--- config.mk ---
export PLATFORM = sky130hd
export DESIGN_NAME = icache_refill
export DESIGN_NICKNAME = d
export VERILOG_FILES = /design/src/rtl/icache_refill.sv
export SDC_FILE = /design/constraint.sdc
export NUM_CORES = 1
export LEC_CHECK = 0
export ABC_AREA = 0
export BUFFER_PORTS_ARGS = -buffer_cell sky130_fd_sc_hd__buf_2
export CORE_AREA = 5 5 246 248
export DETAILED_ROUTE_END_ITERATION = 8
export DIE_AREA = 0 0 251 253
export GPL_TIMING_DRIVEN = 0
export SYNTH_ARGS = -nofsm -noshare
export SYNTH_HDL_FRONTEND = slang
export SYNTH_SLANG_ARGS = --single-unit
--- constraint.sdc ---
create_clock -name clk -period 30.8 [get_ports clk]
set_input_delay 3.08 -clock clk [delete_from_list [all_inputs] [get_ports clk]]
set_output_delay 3.08 -clock clk [all_outputs]
set_load 0.03 [all_outputs]
--- src/rtl/icache_refill.sv ---
// ---------------------------------------------------------------------------
// icache_refill
// Instruction-cache line refill engine. On a miss it fetches WORD_COUNT
// memory beats, one request outstanding at a time, assembles them into a
// cache line and pulses a single write strobe toward the cache arrays.
//
// Optional feature macro: ICACHE_REFILL_CRIT_WORD_FIRST_EN
//   defined   -> fetch starts at the missing word and wraps around the line
//   undefined -> fetch always starts at word 0 and runs in order
// Beat count and refill latency are identical in both builds.
//
// All outputs are driven straight from flops; the registered control
// outputs are loaded from the next-state decode so they line up with the
// state they describe.
// ---------------------------------------------------------------------------
module icache_refill #(
    parameter int BLOCK_WIDTH = 512,
    parameter int WORD_SIZE   = 32,
    parameter int ADDR_WIDTH  = 32
) (
    input  logic                   clk,
    input  logic                   arst,
    input  logic                   i_miss,
    input  logic [ADDR_WIDTH-1:0]  i_miss_addr,
    output logic                   o_mem_req_valid,
    input  logic                   i_mem_req_ready,
    output logic [ADDR_WIDTH-1:0]  o_mem_addr,
    input  logic                   i_mem_rdata_valid,
    input  logic [WORD_SIZE-1:0]   i_mem_rdata,
    output logic [BLOCK_WIDTH-1:0] o_block,
    output logic                   o_write_en,
    output logic [ADDR_WIDTH-1:0]  o_refill_addr,
    output logic                   o_busy
);

    localparam int WORD_COUNT = BLOCK_WIDTH / WORD_SIZE;
    localparam int IDX_BITS   = $clog2(WORD_COUNT);
    localparam int BYTE_BITS  = $clog2(WORD_SIZE / 8);
    localparam int LINE_BITS  = IDX_BITS + BYTE_BITS;

    localparam logic [IDX_BITS-1:0] LAST_BEAT = IDX_BITS'(WORD_COUNT - 1);
    localparam logic [IDX_BITS-1:0] IDX_ONE   = IDX_BITS'(1);
    localparam logic [IDX_BITS-1:0] IDX_ZERO  = {IDX_BITS{1'b0}};

    typedef enum logic [1:0] {
        S_IDLE  = 2'd0,
        S_REQ   = 2'd1,
        S_WAIT  = 2'd2,
        S_WRITE = 2'd3
    } state_t;

    state_t                  r_state;
    state_t                  w_next_state;

    logic [ADDR_WIDTH-1:0]   r_refill_addr;
    logic [ADDR_WIDTH-1:0]   w_refill_addr_nxt;
    logic [IDX_BITS-1:0]     r_beat_cnt;
    logic [IDX_BITS-1:0]     w_beat_cnt_nxt;
    logic [IDX_BITS-1:0]     r_word_idx;
    logic [IDX_BITS-1:0]     w_word_idx_nxt;
    logic [IDX_BITS-1:0]     w_start_idx;
    logic                    w_beat_take;

    logic [BLOCK_WIDTH-1:0]  r_block;

    logic                    r_mem_req_valid;
    logic                    r_write_en;
    logic                    r_busy;
    logic [ADDR_WIDTH-1:0]   r_mem_addr;
    logic                    w_mem_req_valid_nxt;
    logic                    w_write_en_nxt;
    logic                    w_busy_nxt;
    logic [ADDR_WIDTH-1:0]   w_mem_addr_nxt;

    // First word fetched for a new miss.
`ifdef ICACHE_REFILL_CRIT_WORD_FIRST_EN
    assign w_start_idx = i_miss_addr[LINE_BITS-1:BYTE_BITS];
`else
    assign w_start_idx = IDX_ZERO;
`endif

    // State register.
    always_ff @(posedge clk or posedge arst) begin
        if (arst) begin
            r_state <= S_IDLE;
        end else begin
            r_state <= w_next_state;
        end
    end

    // Next-state decode; handshake inputs only matter in their own state.
    always_comb begin
        w_next_state = r_state;
        case (r_state)
            S_IDLE: begin
                if (i_miss) begin
                    w_next_state = S_REQ;
                end else begin
                    w_next_state = S_IDLE;
                end
            end
            S_REQ: begin
                if (i_mem_req_ready) begin
                    w_next_state = S_WAIT;
                end else begin
                    w_next_state = S_REQ;
                end
            end
            S_WAIT: begin
                if (i_mem_rdata_valid) begin
                    if (r_beat_cnt == LAST_BEAT) begin
                        w_next_state = S_WRITE;
                    end else begin
                        w_next_state = S_REQ;
                    end
                end else begin
                    w_next_state = S_WAIT;
                end
            end
            S_WRITE: begin
                w_next_state = S_IDLE;
            end
            default: begin
                w_next_state = S_IDLE;
            end
        endcase
    end

    // Output/datapath decode: next values for counters, latched address and
    // the registered outputs (derived from the state being entered).
    always_comb begin
        w_refill_addr_nxt = r_refill_addr;
        w_beat_cnt_nxt    = r_beat_cnt;
        w_word_idx_nxt    = r_word_idx;
        w_beat_take       = 1'b0;
        case (r_state)
            S_IDLE: begin
                if (i_miss) begin
                    w_refill_addr_nxt = i_miss_addr;
                    w_beat_cnt_nxt    = IDX_ZERO;
                    w_word_idx_nxt    = w_start_idx;
                end else begin
                    w_refill_addr_nxt = r_refill_addr;
                end
            end
            S_WAIT: begin
                if (i_mem_rdata_valid) begin
                    w_beat_take = 1'b1;
                    if (r_beat_cnt != LAST_BEAT) begin
                        // 4-bit wrap keeps the fetch inside the same line.
                        w_beat_cnt_nxt = r_beat_cnt + IDX_ONE;
                        w_word_idx_nxt = r_word_idx + IDX_ONE;
                    end else begin
                        w_beat_cnt_nxt = r_beat_cnt;
                    end
                end else begin
                    w_beat_take = 1'b0;
                end
            end
            default: begin
                w_beat_take = 1'b0;
            end
        endcase

        w_mem_req_valid_nxt = (w_next_state == S_REQ);
        w_write_en_nxt      = (w_next_state == S_WRITE);
        w_busy_nxt          = (w_next_state != S_IDLE);
        w_mem_addr_nxt      = {w_refill_addr_nxt[ADDR_WIDTH-1:LINE_BITS],
                               w_word_idx_nxt,
                               {BYTE_BITS{1'b0}}};
    end

    // Latched miss address and fetch counters.
    always_ff @(posedge clk or posedge arst) begin
        if (arst) begin
            r_refill_addr <= {ADDR_WIDTH{1'b0}};
            r_beat_cnt    <= IDX_ZERO;
            r_word_idx    <= IDX_ZERO;
        end else begin
            r_refill_addr <= w_refill_addr_nxt;
            r_beat_cnt    <= w_beat_cnt_nxt;
            r_word_idx    <= w_word_idx_nxt;
        end
    end

    // Line assembly: only the slot addressed by the current word index is
    // written; every other slot keeps its previous contents.
    always_ff @(posedge clk or posedge arst) begin
        if (arst) begin
            r_block <= {BLOCK_WIDTH{1'b0}};
        end else begin
            for (int k = 0; k < WORD_COUNT; k++) begin
                if (w_beat_take && (r_word_idx == IDX_BITS'(k))) begin
                    r_block[k*WORD_SIZE +: WORD_SIZE] <= i_mem_rdata;
                end else begin
                    r_block[k*WORD_SIZE +: WORD_SIZE] <= r_block[k*WORD_SIZE +: WORD_SIZE];
                end
            end
        end
    end

    // Registered control outputs toward memory and the cache.
    always_ff @(posedge clk or posedge arst) begin
        if (arst) begin
            r_mem_req_valid <= 1'b0;
            r_write_en      <= 1'b0;
            r_busy          <= 1'b0;
            r_mem_addr      <= {ADDR_WIDTH{1'b0}};
        end else begin
            r_mem_req_valid <= w_mem_req_valid_nxt;
            r_write_en      <= w_write_en_nxt;
            r_busy          <= w_busy_nxt;
            r_mem_addr      <= w_mem_addr_nxt;
        end
    end

    assign o_mem_req_valid = r_mem_req_valid;
    assign o_write_en      = r_write_en;
    assign o_busy          = r_busy;
    assign o_mem_addr      = r_mem_addr;
    assign o_block         = r_block;
    assign o_refill_addr   = r_refill_addr;

endmodule

==> load_flow_metrics.sql <==
INSERT INTO impl_metrics (metric_group, metric, value, unit) VALUES
('placed_design', 'number_of_cells_in_the_design_after_placement', '2727', ''),
('cells_and_area', 'finish.instance_area', '0.0275', 'mm^2'),
('die', 'start_util', '36.5', '%'),
('cts', 'tritoncts_clock_tree', 'done', ''),
('timing', 'slew_headroom', '23.5', '%'),
('synth', 'ys_seq_elements', '557', ''),
('cells_and_area', 'final_net_count', '2086', ''),
('timing', 'min_period_over_period', '15.5', '%'),
('synth', 'synth.cell_area', '0.0213', 'mm^2'),
('status', 'run_status', 'finished, final reports clean', ''),
('cts', 'cts_buffers', '56', ''),
('drt', 'initialDrtViolationCount', '461', ''),
('synth', 'average_footprint_of_a_synthesized_cell', '16.3', 'um^2'),
('timing', 'skew', '0.0123', 'ns'),
('cts', 'clock_path_buffers', '3', ''),
('die', 'io_pins', '648', ''),
('pwr', 'max-vdd-ir-drop', '0.0743', 'mV'),
('grt', 'grt-ovfl-total', '0', ''),
('hold_path', 'whs_path_depth', '1', ''),
('timing', 'final.min_clock_period', '4.76', 'ns'),
('pwr', 'power_density', '76.4', 'mW/mm^2'),
('setup_path', 'crit_path_from', 'i_mem_rdata_valid', ''),
('job', 'max_cap_viol_count', '0', ''),
('cells_and_area', 'final_cells', '2824', ''),
('grt', 'initial_antenna_violation_count', '5', ''),
('timing', 'timing.setup.tns', '0', 'ns'),
('drt', 'count_of_tritonroute_iterations_in_the_first_routing_pass', '4', ''),
('setup_path', 'worst_r2r_path_depth', '5', ''),
('grt', 'first_global_vias', '14396', ''),
('cells_and_area', 'area.growth.synth_to_final', '29.1', '%'),
('synth', 'synth_area_leader_cell', 'dfrtp_1', ''),
('placed_design', 'detailedPlacementHpwl', '49.0', 'mm'),
('cts', 'clock_tree.htree_level_count', '2', ''),
('synth', 'synth.yosys.warnings', '0', ''),
('drt', 'route.final.wire_length', '65.9', 'mm'),
('setup_path', 'regToRegStartpoint', 'r_state[0]', ''),
('grt', 'grt_max_degree', '130', ''),
('cts', 'postCtsHoldBufs', '0', ''),
('setup_path', 'timing.critical_path.from_type', 'primary input', ''),
('cts', 'path_clk_slew', '0.06', 'ns'),
('cts', 'cts.sinks', '557', ''),
('die', 'chipWidth', '251', 'um'),
('cts', 'post_cts.resized_instances', '0', ''),
('setup_path', 'worst_ep_arrival_time', '5.23', 'ns'),
('timing', 'final_max_slew_viol_count', '0', ''),
('timing', 'hold_viol_final', '0', ''),
('drt', 'post_drt_via_cell_ratio', '4.83', ''),
('timing', 'fmax', '210', 'MHz'),
('cts', 'clockRootBuffer', 'clkbuf_16', ''),
('die', 'core-area', '0.0582', 'mm^2'),
('cells_and_area', 'ff_latch_area', '0.0139', 'mm^2'),
('timing', 'rsz0062_at_grt', 'false', ''),
('placed_design', 'placement.io_buffers', '644', ''),
('cells_and_area', 'nFillCells', '5302', ''),
('setup_path', 'critical_path_required', '31.27', 'ns'),
('timing', 'max_slew.worst_pin.slew', '1.14', 'ns'),
('hold_path', 'hold_path.startpoint', 'o_block[89]', ''),
('setup_path', 'cp_max_fo', '10', ''),
('cts', 'worstSkewPairLatency', '0.59', 'ns'),
('cts', 'cts_setup_buffers', '0', ''),
('die', 'design.die.area', '0.0635', 'mm^2'),
('hold_path', 'holdCritPathClass', 'reg -> reg', ''),
('synth', 'ys_top_cells_by_area', 'dfrtp_1 66%, mux2_2 28%, buf_4 1.3%', ''),
('synth', 'synth.top_cell.area_share', '65.5', '%'),
('drt', 'wl_per_cell', '23.4', 'um'),
('setup_path', 'crit_path_end_kind', 'flop', ''),
('synth', 'sequential_area_share_after_synthesis', '65.5', '%'),
('drt', 'via_count', '13640', ''),
('grt', 'grt_use_total', '20.0', '%'),
('timing', 'setup_viol', '0', ''),
('setup_path', 'timing.reg2reg.setup_slack', '27.97', 'ns'),
('cells_and_area', 'multi_input_comb_area', '0.00668', 'mm^2'),
('synth', 'synth_cells', '1305', ''),
('grt', 'global_route_wire_length_before_repair', '97.2', 'mm'),
('placed_design', 'placement.cell_area', '0.0256', 'mm^2'),
('die', 'row_count', '89', ''),
('setup_path', 'criticalPathCategory', 'in -> reg', ''),
('synth', 'synth.lib_cells_used.distinct', '37', ''),
('drt', 'remaining_number_of_nets_flagged_by_the_antenna_check_after_routing', '0', ''),
('die', 'chipHeight', '253', 'um'),
('placed_design', 'globalplace.congestion', '0.824', ''),
('drt', 'drcViolationCount', '0', ''),
('pwr', 'p_leak', '15.3', 'nW'),
('cells_and_area', 'layout-drive-gt1-share', '65.7', '%');
[per-layer routing]
| metal | track usage (%) | wire [um] | vias to the layer above |
|---|---|---|---|
| met3 | 6.21 | 5090 | 99 |
| li1 | - | - | 5947 |
| met5 | 0 | 25 | - |
| met4 | 5.89 | 1960 | 6 |
| met1 | 25.1 | 26200 | 7160 |
| met2 | 33.7 | 32700 | 428 |
[where the power goes]
part	internal, mW	total [mW]	switching [mW]
Sequential	0.819	0.870	0.0503
Clock	0.418	0.695	0.278
Combinational	0.176	0.533	0.357
Total	1.41	2.10	0.685
[path summary, 6_finish.rpt]
check,endpoint
max reg2reg,o_block[274]
max in group asynchronous,o_mem_addr[11]
max,o_block[274]
min reg2reg,o_block[89]
min,o_block[89]
min in group asynchronous,o_block[425]
[sequential cells by signal (all words and copies together) (netlist names)]
| register | flops |
|---|---|
| o_busy | 1 |
| o_refill_addr | 6 |
| r_state | 2 |
| o_write_en | 1 |
| r_word_idx | 3 |
| o_mem_req_valid | 1 |
| r_beat_cnt | 4 |
| o_mem_addr | 27 |
| o_block | 512 |
[synthesized netlist by cell type]
master	n
nand4bb_1	1
and2_1	1
nand3b_1	4
o211a_1	1
ha_1	5
nor3_2	3
a41oi_1	1
nor2_2	6
nand4_1	2
a21o_1	1
and3_1	1
o221ai_1	2
o21a_1	1
buf_4	37
clkbuf_1	36
buf_2	45
a211o_1	1
nor3_1	2
o311ai_0	1
nor2_1	7
mux2_1	23
inv_1	5
o21bai_1	1
nor3b_2	1
mux2_2	521
or3b_1	1
nand2b_1	4
mux2i_1	3
dfrtp_1	557
o21ai_0	1
nor3_4	1
a21oi_1	3
conb_1	1
nand2_1	13
nand3_1	8
o211ai_1	3
o2bb2ai_1	1
[kinds of logic (layout without fill, tap and decap cells)]
family | Yosys count | in the layout | synth area share, %
flip-flops | 557 | 557 | 65.5
multiplexers | 547 | 547 | 28.9
buffers and inverters | 123 | 866 | 3.09
AND/OR/NAND/NOR | 55 | 55 | 1.51
AO/OA/AOI/OAI | 17 | 17 | 0.600
adder cells (fa/ha/maj) | 5 | 5 | 0.294
other | 1 | 4 | 0.0176
[metrics by stage]
step	hold slack (ns)	utilization, %	total power, mW	setup WS, ns
after floorplan	0.518	-	1.24	12.14
after global placement	0.464	43.7	1.41	6.48
after detailed placement	0.469	43.9	1.42	25.33
after CTS	0.484	47.1	2.12	25.98
after global routing	0.496	47.1	2.19	25.91
final	0.479	47.2	2.10	26.04
[cells in the final DEF (no fill, tap or decap), drive strengths merged, types with 2 or more instances in the layout]
cell	n
nor2	13
nand2	13
o221ai	2
bufinv	6
nand4	2
nand3	8
diode	2
clkbuf	117
mux2i	3
a21oi	3
inv	7
buf	730
nor3	6
dfrtp	557
mux2	544
clkinv	5
nand2b	4
conb	2
nand3b	4
o211ai	3
ha	5
[critical path, stage by stage]
cell and delay, ns:
clkbuf_1 0.28, nand3b_1 0.16, nor2_1 0.88, buf_2 0.45, mux2_2 0.37
[layout make-up]
| class | count | area share [%] |
|---|---|---|
| flip-flops and latches | 557 | 50.8 |
| multi-input cells | 626 | 24.3 |
| repair buffers | 648 | 12.1 |
| clock buffers | 81 | 6.00 |
| well taps | 773 | 3.52 |
| plain buffers | 118 | 2.32 |
| clock inverters | 14 | 0.838 |
| inverters | 5 | 0.0957 |
| diodes | 2 | 0.0182 |
No activity file was read; power rests on OpenSTA's default activity.
